===== config.mk =====
export PLATFORM = sky130hd
export DESIGN_NAME = touch_packet_rx
export DESIGN_NICKNAME = d
export VERILOG_FILES = /design/src/rtl/touch_packet_rx.sv
export SDC_FILE = /design/constraint.sdc
export NUM_CORES = 1
export LEC_CHECK = 0
export BUFFER_PORTS_ARGS = -buffer_cell sky130_fd_sc_hd__buf_2
export CAP_MARGIN = 5
export CORE_AREA = 2 2 86 88
export DETAILED_ROUTE_END_ITERATION = 8
export DIE_AREA = 0 0 88 90
export PLACE_DENSITY = 0.68
export SLEW_MARGIN = 20
export SYNTH_ARGS = -nofsm -noshare
export SYNTH_HDL_FRONTEND = slang
export SYNTH_SLANG_ARGS = --single-unit

===== constraint.sdc =====
create_clock -name clk -period 2.54 [get_ports clk]
set_input_delay 0.762 -clock clk [delete_from_list [all_inputs] [get_ports clk]]
set_output_delay 0.762 -clock clk [all_outputs]
set_load 0.02 [all_outputs]

===== src/rtl/touch_packet_rx.sv =====
// touch_packet_rx: 8N1 UART receiver plus 5-byte touch report parser with a
// valid/ready output register and a sticky overrun flag.
// Optional feature: define TOUCH_SCALE_EN to scale X/Y to SCREEN_W x SCREEN_H
// (adds one pipeline register between parser and output register).
module touch_packet_rx #(
  parameter int unsigned CLKS_PER_BIT = 5208,
  parameter int unsigned SCREEN_W     = 800,
  parameter int unsigned SCREEN_H     = 480
) (
  input  logic        clk,
  input  logic        reset,
  input  logic        rxd,
  output logic        touch_valid,
  input  logic        touch_ready,
  output logic [11:0] touch_x,
  output logic [11:0] touch_y,
  output logic        touch_pen,
  output logic        frame_err,
  output logic        overrun,
  input  logic        overrun_clr
);

  localparam int unsigned COORD_W = 12;
  localparam int unsigned CNT_W   = $clog2(CLKS_PER_BIT);
  localparam logic [CNT_W-1:0] BIT_LAST  = CNT_W'(CLKS_PER_BIT - 1);
  localparam logic [CNT_W-1:0] HALF_LAST = CNT_W'(CLKS_PER_BIT / 2 - 1);

  typedef enum logic [1:0] {
    RX_IDLE,
    RX_START,
    RX_DATA,
    RX_STOP
  } rx_state_t;

  typedef enum logic [2:0] {
    P_HUNT,
    P_B1,
    P_B2,
    P_B3,
    P_B4
  } p_state_t;

  // ---------------------------------------------------------------------------
  // Input synchronizer
  // ---------------------------------------------------------------------------
  logic [1:0] sync_q;
  logic       rx_s;

  // Two-flop synchronizer, idle-high reset value
  always_ff @(posedge clk) begin
    if (reset) sync_q <= 2'b11;
    else       sync_q <= {sync_q[0], rxd};
  end

  assign rx_s = sync_q[1];

  // ---------------------------------------------------------------------------
  // Receiver FSM
  // ---------------------------------------------------------------------------
  rx_state_t        rx_state_q, rx_state_d;
  logic [CNT_W-1:0] cnt_q, cnt_d;
  logic [2:0]       bit_q, bit_d;
  logic [7:0]       shreg_q, shreg_d;
  logic             armed_q, armed_d;
  logic             byte_stb_c;
  logic             stop_err_c;

  // Receiver state register
  always_ff @(posedge clk) begin
    if (reset) begin
      rx_state_q <= RX_IDLE;
      cnt_q      <= '0;
      bit_q      <= '0;
      shreg_q    <= '0;
      armed_q    <= 1'b1;
    end else begin
      rx_state_q <= rx_state_d;
      cnt_q      <= cnt_d;
      bit_q      <= bit_d;
      shreg_q    <= shreg_d;
      armed_q    <= armed_d;
    end
  end

  // Receiver next-state: mid-bit sampling; after a bad stop bit, stay idle
  // until the line has been seen high again (armed)
  always_comb begin
    rx_state_d = rx_state_q;
    cnt_d      = cnt_q;
    bit_d      = bit_q;
    shreg_d    = shreg_q;
    armed_d    = armed_q;
    byte_stb_c = 1'b0;
    stop_err_c = 1'b0;
    case (rx_state_q)
      RX_IDLE: begin
        cnt_d = '0;
        bit_d = '0;
        if (rx_s) begin
          armed_d = 1'b1;
        end else if (armed_q) begin
          rx_state_d = RX_START;
        end
      end
      RX_START: begin
        if (cnt_q == HALF_LAST) begin
          cnt_d      = '0;
          rx_state_d = rx_s ? RX_IDLE : RX_DATA;
        end else begin
          cnt_d = cnt_q + CNT_W'(1);
        end
      end
      RX_DATA: begin
        if (cnt_q == BIT_LAST) begin
          cnt_d   = '0;
          shreg_d = {rx_s, shreg_q[7:1]};
          if (bit_q == 3'd7) begin
            rx_state_d = RX_STOP;
          end else begin
            bit_d = bit_q + 3'd1;
          end
        end else begin
          cnt_d = cnt_q + CNT_W'(1);
        end
      end
      RX_STOP: begin
        if (cnt_q == BIT_LAST) begin
          cnt_d      = '0;
          rx_state_d = RX_IDLE;
          if (rx_s) begin
            byte_stb_c = 1'b1;
          end else begin
            stop_err_c = 1'b1;
            armed_d    = 1'b0;
          end
        end else begin
          cnt_d = cnt_q + CNT_W'(1);
        end
      end
      default: rx_state_d = RX_IDLE;
    endcase
  end

  // ---------------------------------------------------------------------------
  // Packet parser
  // ---------------------------------------------------------------------------
  p_state_t          p_state_q, p_state_d;
  logic [COORD_W-1:0] x_q, x_d;
  logic [6:0]        y_lo_q, y_lo_d;
  logic              pen_q, pen_d;
  logic              pub_c;
  logic [COORD_W-1:0] pub_x, pub_y;
  logic              pub_pen;

  // Parser state register
  always_ff @(posedge clk) begin
    if (reset) begin
      p_state_q <= P_HUNT;
      x_q       <= '0;
      y_lo_q    <= '0;
      pen_q     <= 1'b0;
    end else begin
      p_state_q <= p_state_d;
      x_q       <= x_d;
      y_lo_q    <= y_lo_d;
      pen_q     <= pen_d;
    end
  end

  // Parser next-state: headers resync from any state, framing errors drop to HUNT
  always_comb begin
    p_state_d = p_state_q;
    x_d       = x_q;
    y_lo_d    = y_lo_q;
    pen_d     = pen_q;
    pub_c     = 1'b0;
    if (stop_err_c) begin
      p_state_d = P_HUNT;
    end else if (byte_stb_c) begin
      if (shreg_q[7]) begin
        if (shreg_q[6:1] == 6'd0) begin
          pen_d     = shreg_q[0];
          p_state_d = P_B1;
        end else begin
          p_state_d = P_HUNT;
        end
      end else begin
        case (p_state_q)
          P_B1: begin
            x_d[6:0]  = shreg_q[6:0];
            p_state_d = P_B2;
          end
          P_B2: begin
            x_d[11:7] = shreg_q[4:0];
            p_state_d = P_B3;
          end
          P_B3: begin
            y_lo_d    = shreg_q[6:0];
            p_state_d = P_B4;
          end
          P_B4: begin
            pub_c     = 1'b1;
            p_state_d = P_HUNT;
          end
          default: p_state_d = P_HUNT;
        endcase
      end
    end
  end

  assign pub_x   = x_q;
  assign pub_y   = {shreg_q[4:0], y_lo_q};
  assign pub_pen = pen_q;

  // ---------------------------------------------------------------------------
  // Optional scaling stage
  // ---------------------------------------------------------------------------
  logic               load_c;
  logic [COORD_W-1:0] load_x, load_y;
  logic               load_pen;

`ifdef TOUCH_SCALE_EN
  localparam int unsigned SW_W = $clog2(SCREEN_W + 1);
  localparam int unsigned SH_W = $clog2(SCREEN_H + 1);
  localparam int unsigned PX_W = COORD_W + SW_W;
  localparam int unsigned PY_W = COORD_W + SH_W;

  logic               stg_valid_q;
  logic [COORD_W-1:0] stg_x_q, stg_y_q;
  logic               stg_pen_q;
  logic [PX_W-1:0]    prod_x;
  logic [PY_W-1:0]    prod_y;

  // Pipeline register between parser and scaler
  always_ff @(posedge clk) begin
    if (reset) begin
      stg_valid_q <= 1'b0;
      stg_x_q     <= '0;
      stg_y_q     <= '0;
      stg_pen_q   <= 1'b0;
    end else begin
      stg_valid_q <= pub_c;
      if (pub_c) begin
        stg_x_q   <= pub_x;
        stg_y_q   <= pub_y;
        stg_pen_q <= pub_pen;
      end
    end
  end

  // Truncating scale: (coord * screen) >> 12
  assign prod_x   = PX_W'(stg_x_q) * PX_W'(SCREEN_W);
  assign prod_y   = PY_W'(stg_y_q) * PY_W'(SCREEN_H);
  assign load_c   = stg_valid_q;
  assign load_x   = COORD_W'(prod_x >> COORD_W);
  assign load_y   = COORD_W'(prod_y >> COORD_W);
  assign load_pen = stg_pen_q;
`else
  assign load_c   = pub_c;
  assign load_x   = pub_x;
  assign load_y   = pub_y;
  assign load_pen = pub_pen;
`endif

  // ---------------------------------------------------------------------------
  // Output register, handshake and status flags
  // ---------------------------------------------------------------------------

  // Single-entry report register; a new report overwrites a pending one
  always_ff @(posedge clk) begin
    if (reset) begin
      touch_valid <= 1'b0;
      touch_x     <= '0;
      touch_y     <= '0;
      touch_pen   <= 1'b0;
      frame_err   <= 1'b0;
      overrun     <= 1'b0;
    end else begin
      frame_err <= stop_err_c;
      if (load_c) begin
        touch_valid <= 1'b1;
        touch_x     <= load_x;
        touch_y     <= load_y;
        touch_pen   <= load_pen;
      end else if (touch_valid && touch_ready) begin
        touch_valid <= 1'b0;
      end
      if (load_c && touch_valid && !touch_ready) begin
        overrun <= 1'b1;
      end else if (overrun_clr) begin
        overrun <= 1'b0;
      end
    end
  end

endmodule


# Word-level counts from Yosys, hierarchy flattened
# Index checks and enable logic that the tools add are counted.
# W data, S select, Z words.
[totals]
wordCells = 95
output_inout_bits = 28
regBits = 80
in_bits = 5
[classes]
n_bitwise = 2
n_reduce_logical = 20
add_sub_neg = 2
n_mux = 35
eq_ne = 19
[op_table]
columns = ["op", "count"]
rows = [
  ["$pmux W13 S3", 1],
  ["$mux W13", 2],
  ["$reduce_and A4 Y1", 5],
  ["$mux W1", 18],
  ["$ne A2 B2 Y1 const B", 9],
  ["$mux W2", 7],
  ["$add A13 B1 Y13 const B", 1],
  ["$eq A13 B12 Y1 const B", 1],
  ["$eq A13 B13 Y1 const B", 1],
  ["$mux W3", 3],
  ["$pmux W3 S3", 1],
  ["$pmux W2 S4", 1],
  ["$reduce_bool A2 Y1", 4],
  ["$eq A3 B2 Y1 const B", 2],
  ["$eq A3 B3 Y1 const B", 2],
  ["$logic_not A6 Y1", 1],
  ["$pmux W3 S2", 1],
  ["$reduce_and A6 Y1", 1],
  ["$eq A2 B2 Y1 const B", 2],
  ["$reduce_or A2 Y1", 2],
  ["$add A3 B1 Y3 const B", 1],
  ["$eq A3 B1 Y1 const B", 1],
  ["$logic_and A1 B1 Y1", 3],
  ["$reduce_and A3 Y1", 1],
  ["other kinds (6)", 7],
]

# Depth between registers and ports, before layout
[logic_depth]
word_depth = 8
depth_mapped = 7
ltp_nobuf = 5

# Least setup slack after synthesis
# No wires, ideal clock.
[synth_timing]
path_type = "reg-to-reg"
from = "reg cnt_q[3]"
to = "reg x_q[0], in the netlist load_x[0]"
stages_incl_launch_ff = 7
path_buffers = 2
t_required_ns = 2.418
period_less_slack_ns = 2.194
setup_ns = 0.122
arrival_time_ns = 2.072
setup_slack_ns = 0.346
cell_sequence = "dfxtp_1 buf_6 or4b_4 or4_4 or3_1 buf_6 mux2i_1"
[synth_between]
elab_chain_len = 5
elab_cells_between_ends = 7
classes_between = "1 x eq/ne; 4 x mux; 1 x bitwise; 1 x reduce/logical"
[synth_rtl]
columns = ["item", "line_no", "text"]
rows = [
  ["start: declaration", "61", "logic [CNT_W-1:0] cnt_q, cnt_d;"],
  ["start signal: assignment", "78", "cnt_q <= cnt_d;"],
  ["$eq A13 B13 Y1 *", "127", "if (cnt_q == BIT_LAST) begin"],
  ["$mux W1", "127", ""],
  ["$mux W1", "95", "case (rx_state_q)"],
  ["$not A1 Y1 (no line)", "n/a", ""],
  ["$reduce_and A4 Y1 (no line) *", "n/a", ""],
  ["end signal: assignment", "159", "x_q <= '0;"],
  ["end signal: assignment", "164", "x_q <= x_d;"],
  ["end: declaration", "148", "logic [COORD_W-1:0] x_q, x_d;"],
]
# Mark *: on every way between the ends. The rest lies on a longest branch, timed or not.
# A chain may end at the register's enable or synchronous reset.

# Worst setup path after layout
# Ends and elaborated chain as after synthesis.

==> results.toml <==
[outcome]
status = "complete, no violations"

[logic_synthesis]
syn_inst = 334
synth_xor_area_share_pct = 2.84
synth_edf_count = 0
yosys-mux-area-fraction_pct = 15.6
synth_flop_cell = "dfxtp_1"
synth-simple-area-share_pct = 25.0
synth_fp_nets = 342
synth_top_family_by_area = "simple AND/OR/NAND/NOR gates"
yosysSeqAreaShare_pct = 47.2
avgSynthCellArea_um2 = 10.2
ys_types = 44
syn_area_um2 = 3390
ys_ff_latch = 80
synth_compound_area_share_pct = 4.46
yosys.area_share.adder_pct = 1.11
synth_async_sr_flop_share_pct = 0
ys_warn_count = 0

[critical_path]
path_class = "reg -> reg"
crit_chain = "or4b_4 -> or4_4 -> or3_1 -> mux2i_1"
cp.required_ps = 2760
worst-path-max-fanout = 8
ff2ff_setup_slack_ps = 160
cp.arrival_ps = 2600
r2r_end = "load_x[0]$_SDFFE_PP0P_"
max_stage_delay_ps = 580
crit_path_top_delay_cell = "or4b_4"
worst-r2r-cell-count = 4
worst_setup_path_end_kind = "flip-flop"
critPathLaunchType = "flip-flop"
r2r-start = "cnt_q[3]$_SDFF_PP0_"

[worst_hold_path]
min_to = "sync_q[1]$_SDFF_PP1_"
hp-start = "sync_q[0]$_SDFF_PP1_"
min_path_type = "reg -> reg"
hold_path_depth = 1

[route]
drtAntennaViolNets = 0
wl_per_cell_um = 13.3
drt_iter0_markers = 93
routed_via_density = 5.24
post-route-drc-count = 0
drt-pass1-iter-count = 4
routed_wl_um = 6280
vias = 2475

[placed_design]
io_buffers = 32
hpwl_um = 4320
gp_congestion = 0.773
place_ws_ps = 181

[cells_and_area]
fin_util_pct = 55.0
n_antenna_cell = 0
final_nets = 376
drive_above_1_share_pct = 18.8
layout-area-overhead-vs-synth_pct = 13.8

[global_route]
grt_pass1_vias = 2388
grt_overflow = 0
antenna_found_initial = 0
grt_first_pass_wirelength_um = 10800
grt_util_all_layers_pct = 17.1
grt_max_degree = 39

[clock_tree]
postCtsHoldBufs = 0
cts.clk_slew.worst_paths_ps = 80
cts_setup_buffers = 0
root_buffer = "clkbuf_8"
worst_skew_pair.late_latency_ps = 350
cts_resized = 0
h-tree-depth = 3
numClockSinks = 80
cts_buffers = 9
cts_max_path_buffers = 2
cts_tree = "built"

[sta]
fmaxAchievable_mhz = 420
slew_viol_final = 0
post-route-min-period_ps = 2380
clock_skew_ps = 7.49
slew_headroom_pct = 59.3
setup_ws_ps = 161
setup_viol = 0
hold_viol = 0
worst_slew_pin_slew_ps = 601
period_share_pct = 93.7
rsz0062_at_grt = "false"
tns_ps = 0

[power]
p_int_mw = 1.74
swShare_pct = 21.8
p_sw_mw = 0.483
p_clk_share_pct = 41.4
p_leak_nw = 1.64
power_frac_seq_pct = 56.7
pwr-share-comb_pct = 1.8
ir_drop_v = 0.000235
power.density_nw_per_um2 = 575

[floorplanning]
fp-row-count = 31
die-area_um2 = 7920
initial_utilization_pct = 48.3
io_pins = 33
dieWidth_um = 88
die_y_um = 90
core-area_um2 = 7020

[job]
maxCapViolCount = 0
-- state kept, by name (all words and copies together), names as in the netlist, 2 cells and up, named ones only --
register,count
p_state_q,3
sync_q,2
shreg_q,8
bit_q,3
load_x,12
touch_y,12
y_lo_q,7
cnt_q,13
touch_x,12
-- through the flow --
stage / power, mW / area (um^2) / hold WS, ps / instances
2_1_floorplan: 1.32 / 3390 / 389 / 334
3_3_place_gp: 1.33 / 3660 / 390 / 456
3_5_place_dp: 1.33 / 3660 / 395 / 456
4_1_cts: 2.26 / 3860 / 415 / 472
5_1_grt: 2.32 / 3860 / 455 / 472
6_report: 2.22 / 3860 / 414 / 472
-- critical path: cells and delay by family (launching register included) --
family | cells | cell delay, ps
DFF | 1 | 400
and+or+nand+nor | 3 | 1670
muxes | 1 | 190
-- logic make-up (layout without fill, tap and decap cells) --
| kind of cell | count (synthesis) | count (layout) |
|---|---|---|
| xor gates and xnor gates | 11 | 11 |
| AOI/OAI and AO/OA | 23 | 23 |
| DFF | 80 | 80 |
| buffers and inverters | 26 | 65 |
| adders and majority gates | 3 | 3 |
| and+or+nand+nor | 138 | 138 |
| muxes | 53 | 53 |
-- synthesized netlist by cell type (2+ instances only) --
cell type | number | share of area (%)
dfxtp_1 | 80 | 47
nand2b_1 | 55 | 10
mux2i_1 | 53 | 16
nor2_1 | 25 | 2.8
clkbuf_1 | 14 | 1.5
nand2_1 | 11 | 1.2
a21oi_1 | 7 | 1.0
xnor2_1 | 7 | 1.8
nand3_1 | 6 | 0.89
nor4_1 | 6 | 1.1
or3_1 | 6 | 1.1
inv_1 | 5 | 0.55
a31oi_1 | 4 | 0.74
nand4_1 | 4 | 0.74
o211ai_1 | 4 | 0.89
xor2_1 | 4 | 1.0
buf_2 | 3 | 0.44
buf_6 | 3 | 1.0
ha_1 | 3 | 1.1
nor4bb_1 | 3 | 0.89
and4b_1 | 2 | 0.59
nand4b_1 | 2 | 0.52
nor3_1 | 2 | 0.30
o21ai_0 | 2 | 0.30
o21bai_1 | 2 | 0.44
or2_2 | 2 | 0.37
or4b_2 | 2 | 0.59
-- how the worst max path moves through the flow --
| stage | end | slack (ps) | startpoint | cells after the start |
|---|---|---|---|---|
| 4_1_cts | load_x[0]$_SDFFE_PP0P_ | 170 | cnt_q[3]$_SDFF_PP0_ | 4 |
| 6_report | load_x[0]$_SDFFE_PP0P_ | 160 | cnt_q[3]$_SDFF_PP0_ | 4 |
| 5_1_grt | load_x[1]$_SDFFE_PP0P_ | 110 | cnt_q[3]$_SDFF_PP0_ | 4 |
| 3_3_place_gp | load_x[0]$_SDFFE_PP0P_ | 230 | cnt_q[3]$_SDFF_PP0_ | 4 |
| 2_1_floorplan | load_x[0]$_SDFFE_PP0P_ | 350 | cnt_q[3]$_SDFF_PP0_ | 6 |
| 3_5_place_dp | load_x[0]$_SDFFE_PP0P_ | 180 | cnt_q[3]$_SDFF_PP0_ | 4 |
-- cell type report --
type | instances | area (um^2)
Sequential cell | 80 | 1600
Fill cell | 623 | 3160
Clock buffer | 10 | 128
Timing Repair Buffer | 44 | 250
Tap cell | 99 | 124
Multi-Input combinational cell | 228 | 1670
Clock inverter | 6 | 68.8
Inverter | 5 | 18.8
-- placed cells by master (no fill, tap or decap), types with 7 or more instances in the layout --
| cell type | instances |
|---|---|
| xnor2_1 | 7 |
| nor2_1 | 25 |
| nand2b_1 | 55 |
| mux2i_1 | 53 |
| buf_4 | 12 |
| a21oi_1 | 7 |
| dfxtp_1 | 80 |
| nand2_1 | 11 |
| clkbuf_8 | 9 |
| buf_2 | 32 |
-- power by group through the flow --
| stage | Combinational (mW) | Sequential [mW] | Clock, mW |
|---|---|---|---|
| final | 0.0405 | 1.26 | 0.919 |
| after global routing | 0.0451 | 1.26 | 1.02 |
| after floorplan | 0.0320 | 1.29 | 0 |
| after detailed placement | 0.0411 | 1.29 | 0 |
| after CTS | 0.0411 | 1.26 | 0.957 |
| after global placement | 0.0409 | 1.29 | 0 |
-- layer usage --
metal  GRT usage, %  wire length (um)  vias up
li1               -                 -     1226
met1           21.5              2900     1171
met2           26.8              2930       64
met3           5.33               292       14
met4           7.18               153        0
met5              0                 0        -
Note: power is estimated with default switching activity, not from simulation.
